--- src/rtl/bus_mux2_arbiter_pkg.sv ---
`default_nettype none
// ============================================================================
// Module   : mux_arb_pkg
// Purpose  : Shared encodings and the arbitration rule for bus_mux2_arbiter.
//            Holds the FSM state type, the mux select constants and a pure
//            function that picks the next grant from the current valids.
// Ports    : none (package)
// Revision : 1.0 - initial release
// ============================================================================
package mux_arb_pkg;

  typedef enum logic [1:0] {
    IDLE    = 2'd0,
    GRANT_A = 2'd1,
    GRANT_B = 2'd2
  } state_t;

  localparam logic SEL_A = 1'b0;
  localparam logic SEL_B = 1'b1;

  // Packet-level arbitration decision. On a tie the requester that was not
  // granted last wins, unless fixed priority forces A.
  function automatic state_t arbitrate(input logic a_valid,
                                       input logic b_valid,
                                       input logic last_grant,
                                       input logic fixed_prio);
    state_t result;
    if (a_valid && b_valid) begin
      result = (fixed_prio || (last_grant == SEL_B)) ? GRANT_A : GRANT_B;
    end else if (a_valid) begin
      result = GRANT_A;
    end else if (b_valid) begin
      result = GRANT_B;
    end else begin
      result = IDLE;
    end
    return result;
  endfunction

endpackage
`default_nettype wire

--- src/rtl/bus_mux2_arbiter_out_stage.sv ---
`default_nettype none
// ============================================================================
// Module   : out_stage_reg
// Purpose  : Single-entry valid/ready pipeline register driving the
//            downstream consumer. Reports when it can take a new beat.
// Ports    : clk, rst_n         - clock, async active-low reset
//            load, load_data    - write a new beat (only when slot_free)
//            out_ready          - downstream accepts the held beat
//            out_valid, out_q   - held beat
//            slot_free          - register empty or draining this cycle
// Revision : 1.0 - initial release
// ============================================================================
module out_stage_reg #(
  parameter int DATA_W = 9
) (
  input  logic              clk,
  input  logic              rst_n,
  input  logic              load,
  input  logic [DATA_W-1:0] load_data,
  input  logic              out_ready,
  output logic              out_valid,
  output logic [DATA_W-1:0] out_q,
  output logic              slot_free
);

  assign slot_free = !out_valid || out_ready;

  always_ff @(posedge clk or negedge rst_n) begin
    if (!rst_n) begin
      out_valid <= 1'b0;
      out_q     <= '0;
    end else if (load) begin
      out_valid <= 1'b1;
      out_q     <= load_data;
    end else if (out_ready) begin
      // Data is left in place; only the valid flag retires.
      out_valid <= 1'b0;
    end
  end

endmodule
`default_nettype wire

--- src/rtl/bus_mux2_arbiter.sv ---
`default_nettype none
// ============================================================================
// Module   : bus_mux2_arbiter
// Purpose  : Shares one 2:1 data mux between two packet streams (A, B).
//            Round-robin (or A-priority) arbitration at packet granularity;
//            the winner keeps the mux until its last beat is accepted.
// Ports    : clk, rst_n                      - clock, async active-low reset
//            a_valid/a_data/a_last/a_ready   - requester A stream
//            b_valid/b_data/b_last/b_ready   - requester B stream
//            sel                             - registered mux select (0=A)
//            out_valid/out_data/out_last     - registered output beat
//            out_ready                       - downstream ready
// Revision : 1.0 - initial release
// ============================================================================
module bus_mux2_arbiter
  import mux_arb_pkg::*;
#(
  parameter int WIDTH      = 8,
  parameter bit FIXED_PRIO = 1'b0
) (
  input  logic             clk,
  input  logic             rst_n,
  input  logic             a_valid,
  input  logic [WIDTH-1:0] a_data,
  input  logic             a_last,
  output logic             a_ready,
  input  logic             b_valid,
  input  logic [WIDTH-1:0] b_data,
  input  logic             b_last,
  output logic             b_ready,
  output logic             sel,
  output logic             out_valid,
  output logic [WIDTH-1:0] out_data,
  output logic             out_last,
  input  logic             out_ready
);

  state_t           state;
  state_t           next_state;
  state_t           arb;
  logic             last_grant;
  logic             rearb;
  logic             xfer;
  logic             slot_free;
  logic [WIDTH-1:0] mux_data;
  logic             mux_last;
  logic [WIDTH:0]   stage_q;

  assign arb = arbitrate(a_valid, b_valid, last_grant, FIXED_PRIO);

  always_comb begin
    next_state = state;
    a_ready    = 1'b0;
    b_ready    = 1'b0;
    xfer       = 1'b0;
    rearb      = 1'b0;
    case (state)
      IDLE: begin
        rearb      = 1'b1;
        next_state = arb;
      end
      GRANT_A: begin
        a_ready = slot_free;
        xfer    = a_valid && slot_free;
        // Last beat hands the mux straight to the next winner, no bubble.
        if (xfer && a_last) begin
          rearb      = 1'b1;
          next_state = arb;
        end
      end
      GRANT_B: begin
        b_ready = slot_free;
        xfer    = b_valid && slot_free;
        if (xfer && b_last) begin
          rearb      = 1'b1;
          next_state = arb;
        end
      end
      default: next_state = IDLE;
    endcase
  end

  always_ff @(posedge clk or negedge rst_n) begin
    if (!rst_n) begin
      state <= IDLE;
    end else begin
      state <= next_state;
    end
  end

  // sel and the round-robin pointer move together, only on a grant edge.
  // Reset points last_grant at B so the first tie goes to A.
  always_ff @(posedge clk or negedge rst_n) begin
    if (!rst_n) begin
      sel        <= SEL_A;
      last_grant <= SEL_B;
    end else if (rearb && (arb != IDLE)) begin
      sel        <= (arb == GRANT_B) ? SEL_B : SEL_A;
      last_grant <= (arb == GRANT_B) ? SEL_B : SEL_A;
    end
  end

  assign mux_data = (a_data & ~{WIDTH{sel}}) | (b_data & {WIDTH{sel}});
  assign mux_last = (a_last & ~sel) | (b_last & sel);

  out_stage_reg #(
    .DATA_W (WIDTH + 1)
  ) u_out_stage (
    .clk       (clk),
    .rst_n     (rst_n),
    .load      (xfer),
    .load_data ({mux_last, mux_data}),
    .out_ready (out_ready),
    .out_valid (out_valid),
    .out_q     (stage_q),
    .slot_free (slot_free)
  );

  assign out_data = stage_q[WIDTH-1:0];
  assign out_last = stage_q[WIDTH];

endmodule
`default_nettype wire

--- config.mk ---
export PLATFORM = sky130hd
export DESIGN_NAME = bus_mux2_arbiter
export DESIGN_NICKNAME = d
export VERILOG_FILES = /design/src/rtl/bus_mux2_arbiter_pkg.sv /design/src/rtl/bus_mux2_arbiter_out_stage.sv /design/src/rtl/bus_mux2_arbiter.sv
export SDC_FILE = /design/constraint.sdc
export NUM_CORES = 1
export LEC_CHECK = 0
export BUFFER_PORTS_ARGS = -buffer_cell sky130_fd_sc_hd__buf_2
export CORE_MARGIN = 1
export CORE_UTILIZATION = 45
export DETAILED_ROUTE_END_ITERATION = 10
export PLACE_DENSITY = 0.87
export SLEW_MARGIN = 10
export SYNTH_ARGS = -nofsm -noshare
export SYNTH_HDL_FRONTEND = slang
export SYNTH_HIERARCHICAL = 1
export SYNTH_SLANG_ARGS = --single-unit
--- constraint.sdc ---
create_clock -name clk -period 1.69 [get_ports clk]
set_input_delay 0.169 -clock clk [delete_from_list [all_inputs] [get_ports clk]]
set_output_delay 0.169 -clock clk [all_outputs]
set_load 0.05 [all_outputs]
Yosys cells after proc, flatten, opt, wreduce, memory -nomap -nowiden
Index checks and enable logic that the tools add are counted.
- eq/ne operators: 5
- muxes and demuxes: 16
- bitwise operators: 8
- reductions and logical operators: 12
- operators with widths (kind ; count):
    $and A8 B8 Y8 ; 2
    $mux W2 ; 6
    $not A8 Y8 ; 1
    $or A8 B8 Y8 ; 1
    $mux W1 ; 7
    $logic_and A1 B1 Y1 ; 6
    $pmux W2 S3 ; 1
    $eq A2 B2 Y1 const B ; 2
    $ne A2 B2 Y1 const B ; 2
    $reduce_bool A2 Y1 ; 2
    $pmux W1 S3 ; 1
    $and A1 B1 Y1 ; 2
    $eq A2 B1 Y1 const B ; 1
    $logic_not A2 Y1 ; 1
    $pmux W1 S2 ; 1
    $reduce_and A2 Y1 ; 1
    $logic_not A1 Y1 ; 1
    $logic_or A1 B1 Y1 ; 1
    $not A1 Y1 ; 1
    $or A1 B1 Y1 ; 1
- flip-flop bits (word level): 14
- bits of input ports: 23
- output and inout port bits: 13
- word-level logic and storage cells: 46

Longest topological paths before layout
- depth in word-level cells: 7
- depth in mapped cells: 6
- gate-level depth less buffers: 5

By module
The synthesis kept the hierarchy.
- modules (own cells, without submodules) (module ; instances ; cells each ; area each (µm²) ; seq. area each (µm²)):
    bus_mux2_arbiter ; 1 ; 41 ; 409.1 ; 101.3
    out_stage_reg ; 1 ; 22 ; 409.1 ; 250.2

Worst setup path before layout
No wires, ideal clock.
- path kind: reg2reg
- start: register u_out_stage.out_valid
- end: register state[1]
- setup time: 0.125 ns
- arrival time: 1.497 ns
- data required time: 1.565 ns
- slack: 0.068 ns
- cell stages (with the launch flop): 5
- path buffers: 0
- period minus slack after synthesis: 1.622 ns
- cells stage by stage: dfrtp_1 -> nand2b_1 -> nand3_1 -> a22oi_1 -> mux2_2
- cells in the longest elaborated chain, start to end: 6
- elaborated cells between the ends (all ways): 9
- RTL lines (what ; line ; RTL):
    start: declaration ; bus_mux2_arbiter_out_stage.sv:21 ; output logic out_valid,
    start signal: assignment ; bus_mux2_arbiter_out_stage.sv:30 ; out_valid <= 1'b0;
    start signal: assignment ; bus_mux2_arbiter_out_stage.sv:33 ; out_valid <= 1'b1;
    start signal: assignment ; bus_mux2_arbiter_out_stage.sv:37 ; out_valid <= 1'b0;
    $logic_not A1 Y1 (*) ; bus_mux2_arbiter_out_stage.sv:26 ; assign slot_free = !out_valid || out_ready;
    $logic_or A1 B1 Y1 (*) ; bus_mux2_arbiter_out_stage.sv:26 ;
    net slot_free ; bus_mux2_arbiter.sv:44 ; logic slot_free;
    $logic_and A1 B1 Y1, on equally long branches ; bus_mux2_arbiter.sv:73, bus_mux2_arbiter.sv:64 ;
    $logic_and A1 B1 Y1, on equally long branches ; bus_mux2_arbiter.sv:74, bus_mux2_arbiter.sv:66 ;
    $ne A2 B2 Y1 (no line) ; n/a ;
    $reduce_and A2 Y1 (no line) (*) ; n/a ;
    end signal: assignment ; bus_mux2_arbiter.sv:87 ; state <= next_state;
    end: declaration ; bus_mux2_arbiter.sv:38 ; state_t state;
The timed path passes the listed nets; every way through them passes the cells marked *.
A chain may end at the register's enable or synchronous reset.

Worst setup path in the final report
- start: register state[0]
- end: register u_out_stage.out_q[8]
- cells in the longest elaborated chain, start to end: 2
- elaborated cells between the ends (all ways): 3
- RTL lines (what ; line ; RTL):
    $eq A2 B2 Y1 or $eq A2 B1 Y1 (tied branches) ; bus_mux2_arbiter.sv:57 ; case (state)
    $pmux W1 S2 (*) ; bus_mux2_arbiter.sv:57 ;
    net xfer ; bus_mux2_arbiter.sv:43 ; logic xfer;
    end signal: assignment ; bus_mux2_arbiter_out_stage.sv:34 ; out_q <= load_data;
    end: declaration ; bus_mux2_arbiter_out_stage.sv:22 ; output logic [DATA_W-1:0] out_q,
Marked as above.

==> impl_metrics.py <==
metrics = {
    "worst_hold_path": {
        "worstHoldStart": "a_data[5]",
        "worstHoldPathType": "in2reg",
    },
    "floorplan": {
        "initial_utilization_pct": 47.9,
        "dieArea_um2": 1990,
        "num_rows": 15,
        "coreArea_um2": 1710,
        "die_y_um": 44.6,
        "die_x_um": 44.6,
        "pin_count": 36,
    },
    "sta": {
        "fin_skew_ps": 5.21,
        "finalSetupViolations": 0,
        "rsz0062_at_grt": "false",
        "hold_viol": 0,
        "tightest_slew_ps": 454,
        "fmax_mhz": 634,
        "min_period_over_period_pct": 93.3,
        "relSlewSlack_pct": 69.5,
        "setup_slack_ps": 113,
        "fin_setup_tns_ps": 0,
        "drv_slew": 0,
        "whs_ps": 250,
        "post-route-min-period_ps": 1580,
    },
    "routing": {
        "detail_route.wl_per_cell_um": 13.7,
        "wirelength_mm": 1.75,
        "ant_nets": 0,
        "drc": 4,
        "vias_per_cell": 5.13,
        "first_pass_iters": 7,
        "vias": 651,
        "drt_iter0_markers": 26,
    },
    "clocking": {
        "clk_pin_slew_worst_paths_ps": 90,
        "cts_setup_buffers": 0,
        "clock-sinks": 14,
        "cts-root-buf": "clkbuf_4",
        "clock_path_buffers": 2,
        "htree_levels": 1,
        "cts_tree": "yes",
        "numCtsBuffers": 3,
        "clkLatencyLatePin_ps": 280,
    },
    "worst_setup_path": {
        "slowest_delay_ps": 410,
        "cp-startpoint": "state[0]",
        "startpoint_type": "register",
        "required_ps": 1850,
        "crit_type": "reg2reg",
        "cp_data_arrival_time_ps": 1740,
        "r2r_start": "state[0]",
        "crit_path_max_fanout": 10,
        "crit_path_end_kind": "register",
        "path_cells": "inv_1, ha_1, a22oi_1, nor2_1, buf_6, mux2_4",
        "critPathSlowestCell": "dfrtp_1",
    },
    "outcome": {
        "violations": "design-rule violations",
        "status": "complete, but fails checks",
    },
    "logic_synthesis": {
        "yosysUniqueCellTypes": 20,
        "yosys-top-cells-area": "dfrtp_1 (40%), mux2_4 (17%), mux2_2 (14%)",
        "yosys.area.top_type": "dfrtp_1",
        "syn_area_per_cell_um2": 13.0,
        "yosysWarnings": 6,
        "synth-seq-cells": 14,
        "syn-num-nets": 90,
        "syn_inst": 63,
        "synth_seq_area_share_pct": 43.0,
        "yosysTopAreaCellShare_pct": 39.8,
        "syn_area_um2": 818,
    },
    "finish": {
        "stdcell_area_um2": 1060,
        "diodes": 0,
        "mostFrequentLayoutCells": "buf_2 (35), dfrtp_1 (13), mux2_2 (10)",
        "area_growth_syn_to_layout_pct": 29.5,
        "final_common_cell": "buf_2",
        "finalNetCount": 130,
        "drive_gt1_share_pct": 58.8,
    },
    "pwr": {
        "power_density_nw_per_um2": 2200,
        "leakage_uw": 0.000545,
        "ir_worst_vdd_mv": 0.921,
    },
    "global_route": {
        "top_usage_layer": "met2",
        "grt_util_met3_pct": 4.49,
        "grt-ovfl-total": 0,
        "grt_usage_pct": 19.1,
        "grt_max_degree": 15,
        "grt_pass1_vias": 645,
        "gr-usage-met2_pct": 34.7,
        "use_met1_pct": 21.5,
        "grt_pass1_wl_mm": 2.77,
        "antenna_found_initial": 0,
    },
    "placed_design": {
        "dp_slack_ps": 124,
        "place.gp.congestion": 0.728,
        "port_buffers": 35,
        "place_area_um2": 1010,
        "dpl.hpwl_mm": 1.39,
    },
    "run": {
        "cap_viol_max_count": 0,
    },
}
-- worst max-delay path, delay by kind of cell (launching register included) --
kind	cells	cell delay (ps)
mux	1	310
compound gates	1	100
fa+ha+maj	1	210
flops	1	410
simple gates	1	140
buf+inv	2	300
-- layout make-up --
type	instances	area, µm²
Fill cell	135	648
Clock buffer	4	36.3
Multi-Input combinational cell	43	429
Sequential cell	14	352
Inverter	4	15.0
Tap cell	25	31.3
Timing Repair Buffer	37	196
-- metal layers --
metal,vias up,routed length [µm]
li1,307,-
met5,-,0
met2,24,978
met1,318,671
met4,0,14
met3,2,80
-- metrics by stage --
stage / cells / power (µW) / util (%)
4_1_cts: 127 / 2340 / 61.8
5_1_grt: 127 / 2460 / 62.1
3_5_place_dp: 122 / 2090 / 59.1
3_3_place_gp: 122 / 2030 / 59.1
6_report: 127 / 2330 / 62.1
2_1_floorplan: 63 / 1810 / -
-- state kept, by name (all words and copies together) (netlist names) --
| name | flops |
|---|---|
| state | 2 |
| last_grant | 1 |
| u_out_stage/out_valid | 1 |
| sel | 1 |
| u_out_stage/out_q | 9 |
-- cell usage after synthesis (all sizes together) --
cell type,n
and2,2
nand2b,2
nand2,2
nand4,1
buf,2
o211ai,1
mux2,19
a22oi,2
mux2i,1
dfstp,1
a22o,2
nand3,2
a41oi,1
a211o,1
nor2,2
inv,4
dfrtp,13
ha,4
a211oi,1
-- final timing paths --
check	cells past startpoint	end	slack, ps
setup / recovery	6	u_out_stage/out_q[8]	110
hold / removal	3	u_out_stage/out_q[5]	250
setup reg to reg	6	u_out_stage/out_q[8]	110
hold reg to reg	1	u_out_stage/out_q[0]	520
max in group asynchronous	2	last_grant	1100
min in group asynchronous	2	u_out_stage/out_q[5]	300
-- logic make-up (layout without fill, tap and decap cells) --
kind of cell             count (synthesis)  in the layout  share of synthesized area, %
adder cells (fa/ha/maj)                  4              4                          6.12
buffers and inverters                    6             45                          4.59
AND/OR/NAND/NOR                         11             11                          6.88
multiplexers                            20             20                          31.5
AO/OA/AOI/OAI                            8              8                          7.95
flip-flops                              14             14                          43.0
-- power breakdown --
| part | internal, µW | switching, µW |
|---|---|---|
| Sequential | 511 | 135 |
| Clock | 131 | 110 |
| Combinational | 567 | 876 |
-- timing repair --
| action | CTS | global route |
|---|---|---|
| setup endpoints to repair | 0 | 4 |
| resized for setup | 0 | 1 |
| hold endpoints to repair | 13 | 0 |
| hold buffers | 1 | 0 |
No activity file was read; power rests on OpenSTA's default activity.
